==> src/rtl/mem_stage_if.sv <==
// mem_stage_if: EX->MEM->WB pipeline buses and data-cache request/response signals of the memory stage
interface mem_stage_if #(parameter int CSR_W = 47);
    logic             flush;
    logic             left_valid;
    logic             left_ready;
    logic             right_valid;
    logic             right_ready;
    logic [135:0]     ex_ctrl_bus;
    logic [4:0]       ex_mem_op;
    logic [31:0]      ex_store_data;
    logic [17:0]      ex_excp_bus;
    logic [CSR_W-1:0] ex_csr_bus;
    logic             dcache_req;
    logic             dcache_wr;
    logic [1:0]       dcache_size;
    logic [31:0]      dcache_addr;
    logic [31:0]      dcache_wdata;
    logic [3:0]       dcache_wstrb;
    logic             dcache_addr_ok;
    logic             dcache_data_ok;
    logic [31:0]      dcache_rdata;
    logic [135:0]     mem_ctrl_bus;
    logic [17:0]      mem_excp_bus;
    logic [CSR_W-1:0] mem_csr_bus;
    logic [37:0]      mem_bypass;
    logic             mem_load_pending;

    modport slave (
        input  flush, left_valid, right_ready, ex_ctrl_bus, ex_mem_op, ex_store_data, ex_excp_bus, ex_csr_bus,
        input  dcache_addr_ok, dcache_data_ok, dcache_rdata,
        output left_ready, right_valid, dcache_req, dcache_wr, dcache_size, dcache_addr, dcache_wdata, dcache_wstrb,
        output mem_ctrl_bus, mem_excp_bus, mem_csr_bus, mem_bypass, mem_load_pending
    );

    modport master (
        output flush, left_valid, right_ready, ex_ctrl_bus, ex_mem_op, ex_store_data, ex_excp_bus, ex_csr_bus,
        output dcache_addr_ok, dcache_data_ok, dcache_rdata,
        input  left_ready, right_valid, dcache_req, dcache_wr, dcache_size, dcache_addr, dcache_wdata, dcache_wstrb,
        input  mem_ctrl_bus, mem_excp_bus, mem_csr_bus, mem_bypass, mem_load_pending
    );
endinterface

==> src/rtl/mem_stage.sv <==
// mem_stage: memory-access pipeline stage issuing one dcache request per instruction, aligning loads and flagging ALE
module mem_stage #(parameter int CSR_W = 47) (
    input logic       clk,
    input logic       reset,
    mem_stage_if.slave bus
);
    typedef enum logic [2:0] {IDLE, REQ, WAIT, DONE, DRAIN} state_t;
    state_t           state, state_n;
    logic             valid;
    logic [135:0]     ctrl;
    logic [4:0]       op;
    logic [31:0]      sdata, result, ea, ex_ea, ld_data;
    logic [17:0]      excp;
    logic [CSR_W-1:0] csr;
    logic [15:0]      lane;
    logic [1:0]       ex_size;
    logic             cap, ale, go_req;

    assign ex_ea   = bus.ex_ctrl_bus[31:0];
    assign ex_size = bus.ex_mem_op[1:0];
    assign ale     = bus.ex_mem_op[4] & ((ex_size == 2'b01 & ex_ea[0]) | (ex_size == 2'b10 & ex_ea[1:0] != 2'b00));
    assign cap     = bus.left_valid & bus.left_ready & !bus.flush;
    assign go_req  = bus.ex_mem_op[4] & !bus.ex_excp_bus[0] & !ale;
    assign ea      = ctrl[31:0];
    assign lane    = 16'(bus.dcache_rdata >> {ea[1:0], 3'b000});
    assign ld_data = op[1:0] == 2'b00 ? {{24{!op[2] & lane[7]}}, lane[7:0]} :
                     op[1:0] == 2'b01 ? {{16{!op[2] & lane[15]}}, lane[15:0]} : bus.dcache_rdata;

    // A flush in WAIT that coincides with data_ok has already consumed the response, so it skips DRAIN
    always_comb begin
        state_n = state;
        case (state)
            IDLE:    state_n = cap ? (go_req ? REQ : DONE) : IDLE;
            REQ:     state_n = bus.flush ? (bus.dcache_addr_ok ? DRAIN : IDLE) : (bus.dcache_addr_ok ? WAIT : REQ);
            WAIT:    state_n = bus.dcache_data_ok ? (bus.flush ? IDLE : DONE) : (bus.flush ? DRAIN : WAIT);
            DONE:    state_n = bus.flush ? IDLE : cap ? (go_req ? REQ : DONE) : (bus.right_ready ? IDLE : DONE);
            DRAIN:   state_n = bus.dcache_data_ok ? IDLE : DRAIN;
            default: state_n = IDLE;
        endcase
    end

    always_ff @(posedge clk) begin
        if (reset) begin
            state  <= IDLE;
            valid  <= 1'b0;
            ctrl   <= '0;
            op     <= '0;
            sdata  <= '0;
            excp   <= '0;
            csr    <= '0;
            result <= '0;
        end else begin
            state <= state_n;
            valid <= state_n inside {REQ, WAIT, DONE};
            if (cap) begin
                ctrl   <= ale ? {ex_ea, bus.ex_ctrl_bus[103:0]} : bus.ex_ctrl_bus;
                op     <= bus.ex_mem_op;
                sdata  <= bus.ex_store_data;
                excp   <= bus.ex_excp_bus | {7'b0, ale, 9'b0, ale};
                csr    <= bus.ex_csr_bus;
                result <= ex_ea;
            end else if (state == WAIT && bus.dcache_data_ok && !bus.flush && !op[3]) begin
                result <= ld_data;
            end
        end
    end

    assign bus.right_valid      = valid & state == DONE;
    assign bus.left_ready       = state == IDLE | (state == DONE & bus.right_ready);
    assign bus.dcache_req       = state == REQ;
    assign bus.dcache_wr        = op[3];
    assign bus.dcache_size      = op[1:0];
    assign bus.dcache_addr      = ea;
    assign bus.dcache_wdata     = op[1:0] == 2'b00 ? {4{sdata[7:0]}} : op[1:0] == 2'b01 ? {2{sdata[15:0]}} : sdata;
    assign bus.dcache_wstrb     = !op[3] ? 4'b0000 : op[1:0] == 2'b00 ? 4'b0001 << ea[1:0] :
                                  op[1:0] == 2'b01 ? 4'b0011 << {ea[1], 1'b0} : 4'b1111;
    assign bus.mem_ctrl_bus     = {ctrl[135:103], ctrl[102] & valid, ctrl[101:32], result};
    assign bus.mem_excp_bus     = excp;
    assign bus.mem_csr_bus      = csr;
    assign bus.mem_bypass       = {result, ctrl[101:97], ctrl[96] & valid & state == DONE};
    assign bus.mem_load_pending = valid & op[4] & !op[3] & state != DONE;
endmodule

==> src/flat_wrapper.sv <==
// flat-port wrapper written by rule: the top's interface ports become plain ports
module mem_stage_flat 
#(parameter int CSR_W = 47)
  (clk, reset, bus_flush, bus_left_valid, bus_right_ready, bus_ex_ctrl_bus, bus_ex_mem_op, bus_ex_store_data, bus_ex_excp_bus, bus_ex_csr_bus, bus_dcache_addr_ok, bus_dcache_data_ok, bus_dcache_rdata, bus_left_ready, bus_right_valid, bus_dcache_req, bus_dcache_wr, bus_dcache_size, bus_dcache_addr, bus_dcache_wdata, bus_dcache_wstrb, bus_mem_ctrl_bus, bus_mem_excp_bus, bus_mem_csr_bus, bus_mem_bypass, bus_mem_load_pending);
  mem_stage_if #(.CSR_W(CSR_W)) bus_i ();
  input logic clk;
  input logic reset;
  input wire logic [$bits(bus_i.flush)-1:0] bus_flush;
  input wire logic [$bits(bus_i.left_valid)-1:0] bus_left_valid;
  input wire logic [$bits(bus_i.right_ready)-1:0] bus_right_ready;
  input wire logic [$bits(bus_i.ex_ctrl_bus)-1:0] bus_ex_ctrl_bus;
  input wire logic [$bits(bus_i.ex_mem_op)-1:0] bus_ex_mem_op;
  input wire logic [$bits(bus_i.ex_store_data)-1:0] bus_ex_store_data;
  input wire logic [$bits(bus_i.ex_excp_bus)-1:0] bus_ex_excp_bus;
  input wire logic [$bits(bus_i.ex_csr_bus)-1:0] bus_ex_csr_bus;
  input wire logic [$bits(bus_i.dcache_addr_ok)-1:0] bus_dcache_addr_ok;
  input wire logic [$bits(bus_i.dcache_data_ok)-1:0] bus_dcache_data_ok;
  input wire logic [$bits(bus_i.dcache_rdata)-1:0] bus_dcache_rdata;
  output wire logic [$bits(bus_i.left_ready)-1:0] bus_left_ready;
  output wire logic [$bits(bus_i.right_valid)-1:0] bus_right_valid;
  output wire logic [$bits(bus_i.dcache_req)-1:0] bus_dcache_req;
  output wire logic [$bits(bus_i.dcache_wr)-1:0] bus_dcache_wr;
  output wire logic [$bits(bus_i.dcache_size)-1:0] bus_dcache_size;
  output wire logic [$bits(bus_i.dcache_addr)-1:0] bus_dcache_addr;
  output wire logic [$bits(bus_i.dcache_wdata)-1:0] bus_dcache_wdata;
  output wire logic [$bits(bus_i.dcache_wstrb)-1:0] bus_dcache_wstrb;
  output wire logic [$bits(bus_i.mem_ctrl_bus)-1:0] bus_mem_ctrl_bus;
  output wire logic [$bits(bus_i.mem_excp_bus)-1:0] bus_mem_excp_bus;
  output wire logic [$bits(bus_i.mem_csr_bus)-1:0] bus_mem_csr_bus;
  output wire logic [$bits(bus_i.mem_bypass)-1:0] bus_mem_bypass;
  output wire logic [$bits(bus_i.mem_load_pending)-1:0] bus_mem_load_pending;
  assign bus_i.flush = bus_flush;
  assign bus_i.left_valid = bus_left_valid;
  assign bus_i.right_ready = bus_right_ready;
  assign bus_i.ex_ctrl_bus = bus_ex_ctrl_bus;
  assign bus_i.ex_mem_op = bus_ex_mem_op;
  assign bus_i.ex_store_data = bus_ex_store_data;
  assign bus_i.ex_excp_bus = bus_ex_excp_bus;
  assign bus_i.ex_csr_bus = bus_ex_csr_bus;
  assign bus_i.dcache_addr_ok = bus_dcache_addr_ok;
  assign bus_i.dcache_data_ok = bus_dcache_data_ok;
  assign bus_i.dcache_rdata = bus_dcache_rdata;
  assign bus_left_ready = bus_i.left_ready;
  assign bus_right_valid = bus_i.right_valid;
  assign bus_dcache_req = bus_i.dcache_req;
  assign bus_dcache_wr = bus_i.dcache_wr;
  assign bus_dcache_size = bus_i.dcache_size;
  assign bus_dcache_addr = bus_i.dcache_addr;
  assign bus_dcache_wdata = bus_i.dcache_wdata;
  assign bus_dcache_wstrb = bus_i.dcache_wstrb;
  assign bus_mem_ctrl_bus = bus_i.mem_ctrl_bus;
  assign bus_mem_excp_bus = bus_i.mem_excp_bus;
  assign bus_mem_csr_bus = bus_i.mem_csr_bus;
  assign bus_mem_bypass = bus_i.mem_bypass;
  assign bus_mem_load_pending = bus_i.mem_load_pending;
  mem_stage #(.CSR_W(CSR_W)) u_core (.clk(clk), .reset(reset), .bus(bus_i));
endmodule
==> config.mk <==
export PLATFORM = sky130hd
export DESIGN_NAME = mem_stage_flat
export DESIGN_NICKNAME = d
export VERILOG_FILES = /design/src/rtl/mem_stage_if.sv /design/src/rtl/mem_stage.sv /design/src/flat_wrapper.sv
export SDC_FILE = /design/constraint.sdc
export NUM_CORES = 1
export LEC_CHECK = 0
export BUFFER_PORTS_ARGS = -buffer_cell sky130_fd_sc_hd__buf_2
export CAP_MARGIN = 20
export CORE_AREA = 8 8 222 224
export DETAILED_ROUTE_END_ITERATION = 7
export DIE_AREA = 0 0 230 232
export GPL_ROUTABILITY_DRIVEN = 0
export GPL_TIMING_DRIVEN = 0
export PLACE_DENSITY = 0.58
export SLEW_MARGIN = 20
export SYNTH_ARGS = -nofsm -noshare
export SYNTH_HDL_FRONTEND = slang
export SYNTH_SLANG_ARGS = --single-unit
==> constraint.sdc <==
create_clock -name clk -period 1.7 [get_ports clk]
set_input_delay 0.34 -clock clk [delete_from_list [all_inputs] [get_ports clk]]
set_output_delay 0.34 -clock clk [all_outputs]
set_load 0.02 [all_outputs]
Yosys cells after proc, flatten, opt, wreduce, memory -nomap -nowiden
Index checks and enable logic that the tools add are counted.

Bits in registers: 274. Input port bits: 277. Output and inout bits: 314. Logic and storage cells: 78.

Eq/ne operators: 11. Shifts and indexed selects: 3. Multiplexer cells: 23. Bitwise operators: 20. Reductions and logical operators: 13.

Operator list (number): $mux W32 (6); $mux W136 (1); $shr A32 B5 Y16 (1); $mux W3 (8); $or A18 B11 Y18 (1); $and A1 B1 Y1 (17); $pmux W3 S5 (1); $eq A3 B2 Y1 const B (4); $mux W4 (3); $mux W2 (4); $eq A3 B1 Y1 const B (2); $logic_not A1 Y1 (5); $eq A2 B1 Y1 const B (2); $reduce_bool A2 Y1 (2); $shl A1 B2 Y4 const A (1); $shl A2 B2 Y4 const A (1); $eq A3 B3 Y1 const B (1); $logic_and A1 B1 Y1 (3); $logic_not A3 Y1 (1); $ne A3 B2 Y1 const B (1); $reduce_bool A3 Y1 (1); $eq A2 B2 Y1 const B (1); $logic_not A2 Y1 (1); $or A1 B1 Y1 (2).

Logic depth before layout (Yosys ltp)
Gate-level depths: netlist of run 1.

Word-level depth: 12. Depth in mapped cells: 8. Mapped depth without buffers: 4.

Worst setup path before layout of run 1
Ideal clock, no wire load.

Path kind: register to output. Start: register u_core.ctrl[0]. End: output bus_dcache_wstrb[3]. Data arrival time: 1793 ps. Path slack: -433 ps. Stages on the path, launching flop included: 6. Path through: dfxtp_1 -> clkbuf_1 -> clkbuf_1 -> buf_1 -> o21ai_0 -> a21boi_0.

Cells in the longest elaborated chain, start to end: 3.

Ends and longest elaborated chain: start: declaration (line mem_stage.sv:10) `logic [135:0] ctrl;`; start signal: assignment (line mem_stage.sv:56) `ctrl <= ale ? {ex_ea, bus.ex_ctrl_bus[103:0]} : bus.ex_ctrl_bus;`; $shl A1 B2 Y4 (line mem_stage.sv:75) `assign bus.dcache_wstrb = !op[3] ? 4'b0000 : op[1:0] == 2'b00 ? 4'b0001 << ea[1:0] :`; $mux W4 (2 in series) (line mem_stage.sv:75); end: declaration (line flat_wrapper.sv:26) `output wire logic [$bits(bus_i.dcache_wstrb)-1:0] bus_dcache_wstrb;`.

No other way between the ends.

Worst setup path after layout of run 1
Start: register u_core.op[1]. End: output bus_dcache_wdata[8].

Cells in the longest elaborated chain, start to end: 2.

Ends and longest elaborated chain: start: declaration (line mem_stage.sv:11) `logic [4:0] op;`; start signal: assignment (line mem_stage.sv:57) `op <= bus.ex_mem_op;`; $logic_not A2 Y1 (line mem_stage.sv:74) `assign bus.dcache_wdata = op[1:0] == 2'b00 ? {4{sdata[7:0]}} : op[1:0] == 2'b01 ? {2{sdata[15:0]}} : sdata;`; $mux W32 (line mem_stage.sv:74); end: declaration (line flat_wrapper.sv:25) `output wire logic [$bits(bus_i.dcache_wdata)-1:0] bus_dcache_wdata;`.

No other way between the ends.

==> impl_metrics.py, run 1 <==
metrics = {
    "die": {
        "coreArea_sq_um": 45900,
        "die_area_sq_um": 53400,
        "dieHeight_um": 232,
        "boundaryPins": 591,
        "die_w_um": 230,
        "num_rows": 79,
        "initial_core_util_pct": 28.1,
    },
    "worst_setup_path": {
        "r2r-start": "u_core.state[2]$_SDFF_PP0_",
        "critical_path_class": "flop to output pin",
        "r2r_end": "u_core.bus.mem_csr_bus[24]$_SDFFE_PP0P_",
        "crit_fanout": 5,
        "cp.arrival_ns": 1.77,
        "r2r_setup_slack_ns": -0.38,
        "endpoint_kind": "output pin",
        "reg2reg_depth": 11,
        "crit_path_start_kind": "flop",
        "required_ns": 1.36,
    },
    "synthesis": {
        "yosysSeqAreaShare_pct": 42.6,
        "yosysTopAreaCell": "dfxtp_1",
        "synth_area_leaders": "dfxtp_1 43%, nand2_1 13%, buf_4 11%, a21oi_1 8.5%, a311oi_1 2.7%",
        "avgSynthCellArea_sq_um": 7.77,
        "synth-seq-cells": 274,
        "synthArstFlopShare_pct": 0,
        "synth_common_cells": "447 x nand2_1, 274 x dfxtp_1, 220 x a21oi_1",
        "synth_area_sq_um": 12900,
        "synth_cell_types": 50,
        "synth_cells": 1658,
        "synth.top_cell.area_share_pct": 42.6,
        "yosysMostFrequentCell": "nand2_1",
        "synth-edff-count": 0,
        "synth_nets": 1935,
        "ys.flop_type": "dfxtp_1",
        "yosysWarnings": 0,
    },
    "timing": {
        "slew_headroom_pct": 32.3,
        "setup-violations-final": 305,
        "max_freq_ghz": 0.473,
        "whs_ns": 0.0345,
        "maxSlewViolCount": 0,
        "report.final.hold_viol_count": 0,
        "setup_ws_ns": -0.415,
        "worst_slew_pin_slew_ns": 1.01,
        "finClkSkew_ns": 0.0200,
        "min_period_ns": 2.11,
        "rsz0062_at_grt": "yes",
        "min_period_over_period_pct": 124,
        "setup_tns_ns": -70.35,
    },
    "worst_hold_path": {
        "hold_path.startpoint": "bus_ex_ctrl_bus[88]",
        "whs_endpoint": "u_core.ctrl[88]$_SDFFE_PP0P_",
        "hold_depth": 3,
        "hp-class": "input pin to flop",
    },
    "global_routing": {
        "grt_pass1_vias": 15457,
        "grt_overflow": 0,
        "antenna_found_initial": 13,
        "grt_usage_pct": 23.9,
        "grt_pass1_wl_mm": 97.7,
        "grt_max_degree": 12,
    },
    "pwr": {
        "power_density_nw_per_um2": 838,
        "ir_worst_vdd_mv": 0.654,
        "p_leak_uw": 0.0107,
    },
    "clock_tree": {
        "clkLatencyLatePin_ns": 0.54,
        "cts_tree": "yes",
        "cts_buffer_depth": 3,
        "clk_pin_slew_worst_paths_ns": 0.06,
        "h-tree-depth": 2,
        "clock-sinks": 274,
        "cts-root-buf": "clkbuf_16",
        "cts_inserted_buffers": 35,
    },
    "final_layout": {
        "seqCellArea_sq_um": 5510,
        "fillers": 4303,
        "instances_no_fill": 3053,
        "multi_input_area_sq_um": 7660,
        "num-nets-final": 2695,
        "fin_util_pct": 49.8,
        "drive_above_1_share_pct": 59.7,
        "area_growth_pct": 77.5,
    },
    "placed_design": {
        "post-place-ws_ns": -0.864,
        "dpl.cell_count": 2853,
        "dp_hpwl_mm": 49.1,
        "io_buffers": 588,
    },
    "run_status": {
        "violations": "negative setup slack",
        "outcome": "complete, but fails checks",
    },
    "run": {
        "maxCapViolCount": 0,
    },
    "routing": {
        "drtIter0Drc": 1092,
        "drt-total-wl_mm": 69.2,
        "drt_drc_violations_left": 0,
        "vias": 15247,
        "ant_nets": 0,
        "wire_per_inst_um": 22.7,
        "vias_per_cell": 4.99,
        "drtPass1Iterations": 5,
    },
}
## routing by layer
metal | share of wire (%) | track usage, % | vias to the layer above
met4 | 3.5 | 9.13 | 12
met2 | 49 | 40.8 | 735
li1 | - | - | 6991
met1 | 40 | 28.6 | 7363
met3 | 7.7 | 6.14 | 146
met5 | 0.12 | 0 | -
## critical path: stages, from the launching register on
cell and delay (ns):
dfxtp_4 0.36, buf_6 0.12, or2_4 0.29, mux2_4 0.33, buf_6 0.13
## sequential cells by signal, indices dropped and copies added, names as in the netlist
signal                   cells
u_core.result               32
u_core.ctrl                136
u_core.op                    5
u_core.state                 3
u_core.bus.mem_csr_bus      47
u_core.sdata                32
u_core.bus.mem_excp_bus     18
u_core.valid                 1
## logic make-up after synthesis
logic type | Yosys count | synth area share [%]
AO/OA/AOI/OAI | 409 | 19.1
XOR/XNOR | 1 | 0.0680
buffers and inverters | 339 | 15.7
flip-flops | 274 | 42.6
multiplexers | 36 | 3.12
AND/OR/NAND/NOR | 599 | 19.4
## cells in the final DEF, fill, tap and decap left out, drive strengths merged, types with 3 or more instances in the layout
master,netlist,routed
a211o,3,3
a211oi,21,21
a21oi,221,221
a221oi,9,9
a22o,8,8
a311oi,39,39
a31oi,18,18
and2,3,3
buf,237,938
clkbuf,80,126
clkinv,0,5
dfxtp,274,274
diode,0,6
dlygate4sd3,0,25
inv,22,26
mux2,23,23
mux2i,12,12
nand2,447,447
nand2b,11,11
nand3,41,41
nand3b,8,8
nor2,43,43
nor2b,12,12
nor3,11,11
nor3b,5,5
o211ai,18,18
o21ai,54,54
o221ai,3,3
or2,5,6
## stage by stage
stage          power [uW]  instance area (sq um)
6_report            19100                  22900
2_1_floorplan        9140                  13000
3_3_place_gp        10500                  16700
3_5_place_dp        10600                  16700
5_1_grt             19900                  22900
4_1_cts             18800                  21400
## cell type report
| class | instances | share of cell area, % |
|---|---|---|
| Antenna cell | 6 | 0.0657 |
| Buffer | 303 | 11.2 |
| Clock buffer | 50 | 4.30 |
| Clock inverter | 9 | 0.263 |
| Inverter | 22 | 0.372 |
| Multi-Input combinational cell | 1046 | 33.5 |
| Sequential cell | 274 | 24.1 |
| Tap cell | 607 | 3.32 |
| Timing Repair Buffer | 736 | 22.9 |
## worst max-delay path by stage
stage | cells after the start | to | start | slack (ns)
final | 4 | bus_dcache_wdata[8] | u_core.op[1]$_SDFFE_PP0P_ | -0.41
after global routing | 4 | bus_dcache_wdata[10] | u_core.op[1]$_SDFFE_PP0P_ | -0.46
after CTS | 4 | bus_dcache_wdata[9] | u_core.op[1]$_SDFFE_PP0P_ | -0.44
after detailed placement | 8 | u_core.ctrl[7]$_SDFFE_PP0P_ | bus_flush | -0.86
after global placement | 6 | u_core.ctrl[109]$_SDFFE_PP0P_ | bus_ex_mem_op[0] | -0.90
after floorplan | 6 | bus_dcache_wdata[24] | u_core.op[1]$_SDFFE_PP0P_ | -0.08
## power breakdown
part / switching [uW] / total, uW / leakage, uW / internal (uW)
Combinational: 2770 / 5060 / 0.00790 / 2290
Sequential: 277 / 7060 / 0.00224 / 6790
Clock: 2990 / 7020 / 0.000517 / 4030
Total: 6040 / 19100 / 0.0107 / 13100
## repair_timing
action	CTS	global route
hold endpoints to repair	25	0
endpoints found under the setup margin	306	305
gates cloned	31	4
resized for setup	584	415
buffers inserted	75	31
hold buffers	25	0
pin swaps	143	219
Note: power is estimated with default switching activity, not from simulation.
==> run 2, diff against run 1 <==
--- a/config.mk
+++ b/config.mk
@@ -5,6 +5,7 @@
 export SDC_FILE = /design/constraint.sdc
 export NUM_CORES = 1
 export LEC_CHECK = 0
+export ABC_AREA = 1
 export BUFFER_PORTS_ARGS = -buffer_cell sky130_fd_sc_hd__buf_2
 export CAP_MARGIN = 20
 export CORE_AREA = 8 8 222 224
@@ -12,7 +13,6 @@
 export DIE_AREA = 0 0 230 232
 export GPL_ROUTABILITY_DRIVEN = 0
 export GPL_TIMING_DRIVEN = 0
-export PLACE_DENSITY = 0.58
 export SLEW_MARGIN = 20
 export SYNTH_ARGS = -nofsm -noshare
 export SYNTH_HDL_FRONTEND = slang
==> impl_metrics.py, run 2 <==
metrics = {
    "pwr": {
        "power_uw": 21800,
        "power_frac_comb_pct": 31.4,
        "intPower_uw": 14600,
        "power_density_nw_per_um2": 937,
        "ir_worst_vdd_mv": 0.680,
        "p_sw_uw": 7180,
        "p_leak_uw": 0.0114,
        "seqPwrFrac_pct": 33.4,
        "p_clk_share_pct": 35.2,
        "sw_frac_of_total_pct": 33.0,
    },
    "routing": {
        "ant_nets": 0,
        "drt_drc_violations_left": 0,
        "met2_wirelength_mm": 34.6,
        "drt-total-wl_mm": 70.0,
        "drtIter0Drc": 1042,
        "wl_met3_mm": 6.44,
        "wl_met1_mm": 25.7,
        "vias": 15524,
        "drtPass1Iterations": 5,
        "wire_per_inst_um": 21.9,
        "vias_per_cell": 4.86,
        "highest_layer": "met5",
    },
    "timing": {
        "report.final.hold_viol_count": 0,
        "finClkSkew_ns": 0.0191,
        "min_period_ns": 2.00,
        "setup_ws_ns": -0.298,
        "rsz0062_at_grt": "yes",
        "setup-violations-final": 302,
        "maxSlewViolCount": 0,
        "slew_headroom_pct": 36.3,
        "max_freq_ghz": 0.500,
        "worst_slew_pin_slew_ns": 0.955,
        "min_period_over_period_pct": 118,
        "setup_tns_ns": -34.83,
    },
    "run_status": {
        "violations": "negative setup slack",
        "outcome": "complete, but fails checks",
    },
    "clock_tree": {
        "h-tree-depth": 2,
        "cts_hold_buf": 0,
        "cts_tree": "yes",
        "clock-sinks": 274,
        "clk_pin_slew_worst_paths_ns": 0.06,
        "cts_buffer_depth": 3,
        "cts-root-buf": "clkbuf_16",
        "cts_inserted_buffers": 34,
        "clkLatencyLatePin_ns": 0.53,
    },
    "die": {
        "coreArea_sq_um": 45900,
        "dieHeight_um": 232,
        "initial_core_util_pct": 27.9,
        "die_w_um": 230,
        "boundaryPins": 591,
        "num_rows": 79,
        "die_area_sq_um": 53400,
    },
    "worst_hold_path": {
        "hp-class": "input pin to flop",
    },
    "final_layout": {
        "drive_above_1_share_pct": 58.4,
        "area_growth_pct": 81.8,
        "largest_reg_flops": 136,
        "most-common-layout-cells": "560 x buf_2, 352 x nand2_1, 264 x dfxtp_1, 221 x buf_4, 132 x a21oi_2",
        "fillers": 4250,
        "final_common_cell": "buf_2",
        "regMostFlops": "u_core.ctrl",
        "num-nets-final": 2834,
        "fin_area_sq_um": 23300,
    },
    "placed_design": {
        "io_buffers": 588,
        "post-place-ws_ns": -0.862,
        "dp_hpwl_mm": 48.8,
        "placed_area_sq_um": 16500,
    },
    "synthesis": {
        "synth_cells": 1826,
        "synth-edff-count": 0,
        "yosysTopAreaCell": "dfxtp_1",
        "yosysWarnings": 0,
        "synth_area_sq_um": 12800,
        "synth_cell_types": 27,
        "synth_common_cells": "559 x nand2_1, 274 x dfxtp_1, 236 x a21oi_1",
        "yosysMostFrequentCell": "nand2_1",
        "synth-seq-cells": 274,
        "synthArstFlopShare_pct": 0,
        "yosysSeqAreaShare_pct": 42.9,
        "synth_area_leaders": "dfxtp_1 43%, nand2_1 16%, buf_4 11%, a21oi_1 9.2%, o21ai_0 5.2%",
        "synth.top_cell.area_share_pct": 42.9,
        "avgSynthCellArea_sq_um": 7.01,
        "ys.flop_type": "dfxtp_1",
        "synth_nets": 2103,
    },
    "worst_setup_path": {
        "r2r_setup_slack_ns": -0.17,
        "crit_fanout": 5,
        "cp.arrival_ns": 1.66,
        "endpoint_kind": "output pin",
        "critical_path_class": "flop to output pin",
        "crit_path_start_kind": "flop",
        "path_delay_family": "buffers and inverters",
        "crit_slowest_cell": "dfxtp_4",
        "worstPathCellList": "clkbuf_16 > clkinvlp_4 > buf_6 > o21ai_4 > a21oi_2 > buf_4",
        "required_ns": 1.36,
        "cp_num_buf_inv": 4,
        "cpPeakStageDelay_ns": 0.35,
    },
    "global_routing": {
        "grt_pass1_wl_mm": 90.0,
        "grt_usage_pct": 21.8,
        "grt_pass1_vias": 14934,
        "grt_overflow": 0,
        "antenna_found_initial": 14,
        "grt_max_degree": 14,
    },
    "run": {
        "maxCapViolCount": 0,
    },
}
==> run 2: cell count changes in the layout (fill, tap and decap cells not counted), moves of 26 or more <==
| cell | delta |
|---|---|
| nand2_1 | +66 |
| nand4_1 | +27 |
| inv_1 | +85 |
| a21oi_1 | +33 |
| o21ai_1 | +26 |
| o21ai_2 | +28 |
| clkbuf_16 | +49 |
| buf_6 | -26 |
| o21ai_0 | +28 |
| nand2_2 | +51 |
==> run 2: power by group through the flow <==
stage | logic [uW] | clock network (uW) | registers [uW]
3_3_place_gp | 4270 | 0 | 7310
6_report | 6840 | 7670 | 7290
5_1_grt | 7210 | 8080 | 7330
4_1_cts | 5120 | 7840 | 7210
2_1_floorplan | 2430 | 0 | 7450
3_5_place_dp | 4300 | 0 | 7330
==> run 2: path summary, 6_finish.rpt <==
kind,from,cells past startpoint,to
worst max-delay path,u_core.ctrl[1]$_SDFFE_PP0P_,6,bus_dcache_wstrb[0]
worst max register to register,u_core.state[1]$_SDFF_PP0_,10,u_core.sdata[11]$_SDFFE_PP0P_
worst min-delay path,bus_ex_ctrl_bus[94],3,u_core.ctrl[94]$_SDFFE_PP0P_
worst min register to register,u_core.ctrl[20]$_SDFFE_PP0P_,2,u_core.ctrl[20]$_SDFFE_PP0P_
==> run 2: kinds of logic after synthesis <==
logic type / count (synthesis) / synth area share [%]
AOI/OAI and AO/OA: 400 / 15.9
DFF: 274 / 42.9
buffers and inverters: 424 / 18.6
and+or+nand+nor: 728 / 22.6
==> run 2: repair_timing <==
item | in CTS | in global routing
gates cloned | 6 | 60
pin swaps | 36 | 127
resized for setup | 405 | 675
endpoints found under the setup margin | 306 | 305
setup buffers | 32 | 12
==> run 2: metrics by stage <==
stage / util [%] / hold slack (ns) / cells
2_1_floorplan: - / 0.430 / 1826
3_3_place_gp: 36.0 / 0.447 / 3021
3_5_place_dp: 36.0 / 0.454 / 3021
4_1_cts: 42.3 / 0.00460 / 3118
5_1_grt: 50.7 / 0.0300 / 3190
6_report: 50.7 / 0.0472 / 3192
==> run 2: worst reg2reg max path, delay by kind of cell, from the launching register on <==
kind	cells	cell delay [ns]
buf+inv	4	0.68
flops	1	0.37
simple gates	4	0.50
compound gates	2	0.19
==> run 2: per-layer routing <==
layer  vias to the layer above  global-route usage [%]
li1                       7147                       -
met1                      7315                    23.7
met2                       843                    38.7
met3                       201                    7.39
met4                        18                    8.53
met5                         -                       0
==> run 2: cell type report <==
cell class,count,area (sq um),share of cell area [%]
flip-flops and latches,274,5510,23.7
plain buffers,298,2790,12.0
multi-input cells,1130,7420,31.9
clock inverters,17,208,0.893
well taps,607,759,3.27
repair buffers,695,5090,21.9
diodes,3,7.51,0.0323
clock buffers,44,970,4.17
repair inverters,1,8.76,0.0377
inverters,123,495,2.13
==> run 3, diff against run 2 <==
--- a/config.mk
+++ b/config.mk
@@ -5,7 +5,6 @@
 export SDC_FILE = /design/constraint.sdc
 export NUM_CORES = 1
 export LEC_CHECK = 0
-export ABC_AREA = 1
 export BUFFER_PORTS_ARGS = -buffer_cell sky130_fd_sc_hd__buf_2
 export CAP_MARGIN = 20
 export CORE_AREA = 8 8 222 224
@@ -13,6 +12,7 @@
 export DIE_AREA = 0 0 230 232
 export GPL_ROUTABILITY_DRIVEN = 0
 export GPL_TIMING_DRIVEN = 0
+export SETUP_SLACK_MARGIN = 0.5
 export SLEW_MARGIN = 20
 export SYNTH_ARGS = -nofsm -noshare
 export SYNTH_HDL_FRONTEND = slang
==> impl_metrics.py, run 3 (synthesis results as in run 1) <==
metrics = {
    "worst_setup_path": {
        "cp.arrival_ns": 1.78,
        "critical_path_class": "flop to output pin",
        "endpoint_kind": "output pin",
        "worstSetupStartpoint": "u_core.op[1]$_SDFFE_PP0P_",
        "cpPeakStageDelay_ns": 0.37,
        "r2r-start": "u_core.state[2]$_SDFF_PP0_",
        "crit_fanout": 4,
        "worstPathCellList": "or2_4 > buf_16 > mux2_4 > buf_6",
        "crit_path_start_kind": "flop",
        "crit_slowest_cell": "dfxtp_4",
        "path_delay_family": "flip-flops",
        "cp_num_buf_inv": 2,
        "required_ns": 1.36,
    },
    "timing": {
        "setup_ws_ns": -0.424,
        "min_period_over_period_pct": 125,
        "max_freq_ghz": 0.471,
        "setup-violations-final": 303,
        "slew_headroom_pct": 29.0,
        "worst_slew_pin_slew_ns": 1.06,
        "finClkSkew_ns": 0.00751,
        "report.final.hold_viol_count": 0,
        "rsz0062_at_grt": "yes",
        "setup_tns_ns": -83.11,
        "maxSlewViolCount": 0,
        "min_period_ns": 2.12,
    },
    "pwr": {
        "p_sw_uw": 6250,
        "p_leak_uw": 0.0114,
        "power_density_nw_per_um2": 812,
        "seqPwrFrac_pct": 35.3,
        "intPower_uw": 13800,
        "p_clk_share_pct": 36.7,
        "ir_worst_vdd_mv": 0.719,
        "power_frac_comb_pct": 27.9,
        "sw_frac_of_total_pct": 31.2,
    },
    "die": {
        "die_w_um": 230,
        "die_area_sq_um": 53400,
        "boundaryPins": 591,
        "dieHeight_um": 232,
        "coreArea_sq_um": 45900,
        "num_rows": 79,
        "initial_core_util_pct": 28.1,
    },
    "global_routing": {
        "grt_usage_pct": 23.5,
        "grt_pass1_vias": 15290,
        "grt_overflow": 0,
        "antenna_found_initial": 9,
        "grt_max_degree": 13,
        "grt_pass1_wl_mm": 96.2,
    },
    "placed_design": {
        "dp_hpwl_mm": 48.3,
        "io_buffers": 588,
        "post-place-ws_ns": -0.907,
    },
    "clock_tree": {
        "cts_tree": "yes",
        "h-tree-depth": 2,
        "clkLatencyLatePin_ns": 0.53,
        "cts_buffer_depth": 3,
        "clock-sinks": 274,
        "cts-root-buf": "clkbuf_16",
        "cts_inserted_buffers": 34,
        "clk_pin_slew_worst_paths_ns": 0.06,
    },
    "routing": {
        "drtIter0Drc": 844,
        "vias": 15247,
        "wire_per_inst_um": 23.1,
        "vias_per_cell": 4.97,
        "drt_drc_violations_left": 0,
        "ant_nets": 0,
        "drt-total-wl_mm": 70.8,
        "drtPass1Iterations": 5,
    },
    "final_layout": {
        "num-nets-final": 2706,
        "final_common_cell": "buf_2",
        "regMostFlops": "u_core.ctrl",
        "drive_above_1_share_pct": 66.4,
        "most-common-layout-cells": "536 x buf_2, 245 x nand2_1, 242 x dfxtp_1, 215 x buf_4, 189 x a21oi_2",
        "area_growth_pct": 91.3,
        "largest_reg_flops": 136,
        "fin_util_pct": 53.7,
    },
    "run": {
        "maxCapViolCount": 0,
    },
    "worst_hold_path": {
        "hp-class": "input pin to flop",
        "hold_path.startpoint": "bus_ex_csr_bus[43]",
    },
    "run_status": {
        "violations": "negative setup slack",
        "outcome": "complete, but fails checks",
    },
}
[run 3: cell types whose count changed in the layout (fill, tap and decap cells not counted), sizes merged, moves of 18 or more]
| cell | previous run | this run |
|---|---|---|
| a31oi | 0 | 18 |
| nor2 | 92 | 43 |
| buf | 892 | 972 |
| nand2 | 563 | 447 |
| o21ai | 154 | 54 |
| a311oi | 0 | 39 |
| a211oi | 0 | 21 |
| mux2 | 0 | 23 |
| nand4 | 27 | 0 |
| inv | 123 | 24 |
[run 3: path summary, 6_finish.rpt]
check | to | slack [ns] | cells after the start
max | bus_dcache_wdata[10] | -0.42 | 4
min | u_core.bus.mem_csr_bus[43]$_SDFFE_PP0P_ | 0.03 | 3
max reg2reg | u_core.bus.mem_csr_bus[24]$_SDFFE_PP0P_ | -0.35 | 10
min reg2reg | u_core.bus.mem_csr_bus[21]$_SDFFE_PP0P_ | 0.45 | 2
[run 3: worst reg2reg max path, cell delays in order (launching register included)]
cell and delay (ns):
dfxtp_4 0.35, or3b_4 0.43, buf_8 0.14, a21oi_4 0.17, buf_6 0.13, buf_8 0.12, buf_6 0.12, clkbuf_16 0.17
buf_12 0.15, nand2_4 0.05, a21oi_2 0.14
[run 3: metal layers]
metal	up-vias	global-route usage (%)	part of all wire [%]
met2	731	40.8	50
met3	182	6.12	7.8
met5	-	0	0.014
li1	6999	-	-
met4	2	9.92	4.6
met1	7333	27.1	38
[run 3: power groups by stage]
| stage | clock (uW) | combinational [uW] | sequential [uW] |
|---|---|---|---|
| floorplan | 0 | 2040 | 7270 |
| global placement | 0 | 3520 | 7180 |
| detailed placement | 0 | 3550 | 7190 |
| CTS | 7440 | 4610 | 7050 |
| global route | 7650 | 5870 | 7100 |
| finish | 7350 | 5590 | 7070 |
[run 3: layout make-up]
| cell class | instances | area [sq um] |
|---|---|---|
| fill | 4017 | 21200 |
| multi-input combinational | 1045 | 8500 |
| timing repair buffer | 735 | 5590 |
| sequential | 274 | 5590 |
| buffer | 317 | 2990 |
| clock buffer | 54 | 1050 |
| tap | 607 | 759 |
| inverter | 22 | 90.1 |
| clock inverter | 6 | 60.1 |
| antenna | 6 | 15.0 |
[run 3: through the flow]
step	total power [uW]	std cells	hold slack, ns	cell area, sq um
4_1_cts	19100	3014	0.00145	21400
6_report	20000	3066	0.0322	24600
2_1_floorplan	9310	1658	0.432	13600
3_3_place_gp	10700	2853	0.440	17300
5_1_grt	20600	3061	0.0166	24600
3_5_place_dp	10700	2853	0.445	17300
[run 3: what timing repair did]
item / CTS / global route
hold endpoints to repair: 0 / 0
setup buffers: 68 / 36
hold buffers: 0 / 0
gates resized for setup: 419 / 709
pin swaps: 109 / 333
gates cloned: 33 / 10
endpoints found under the setup margin: 587 / 588
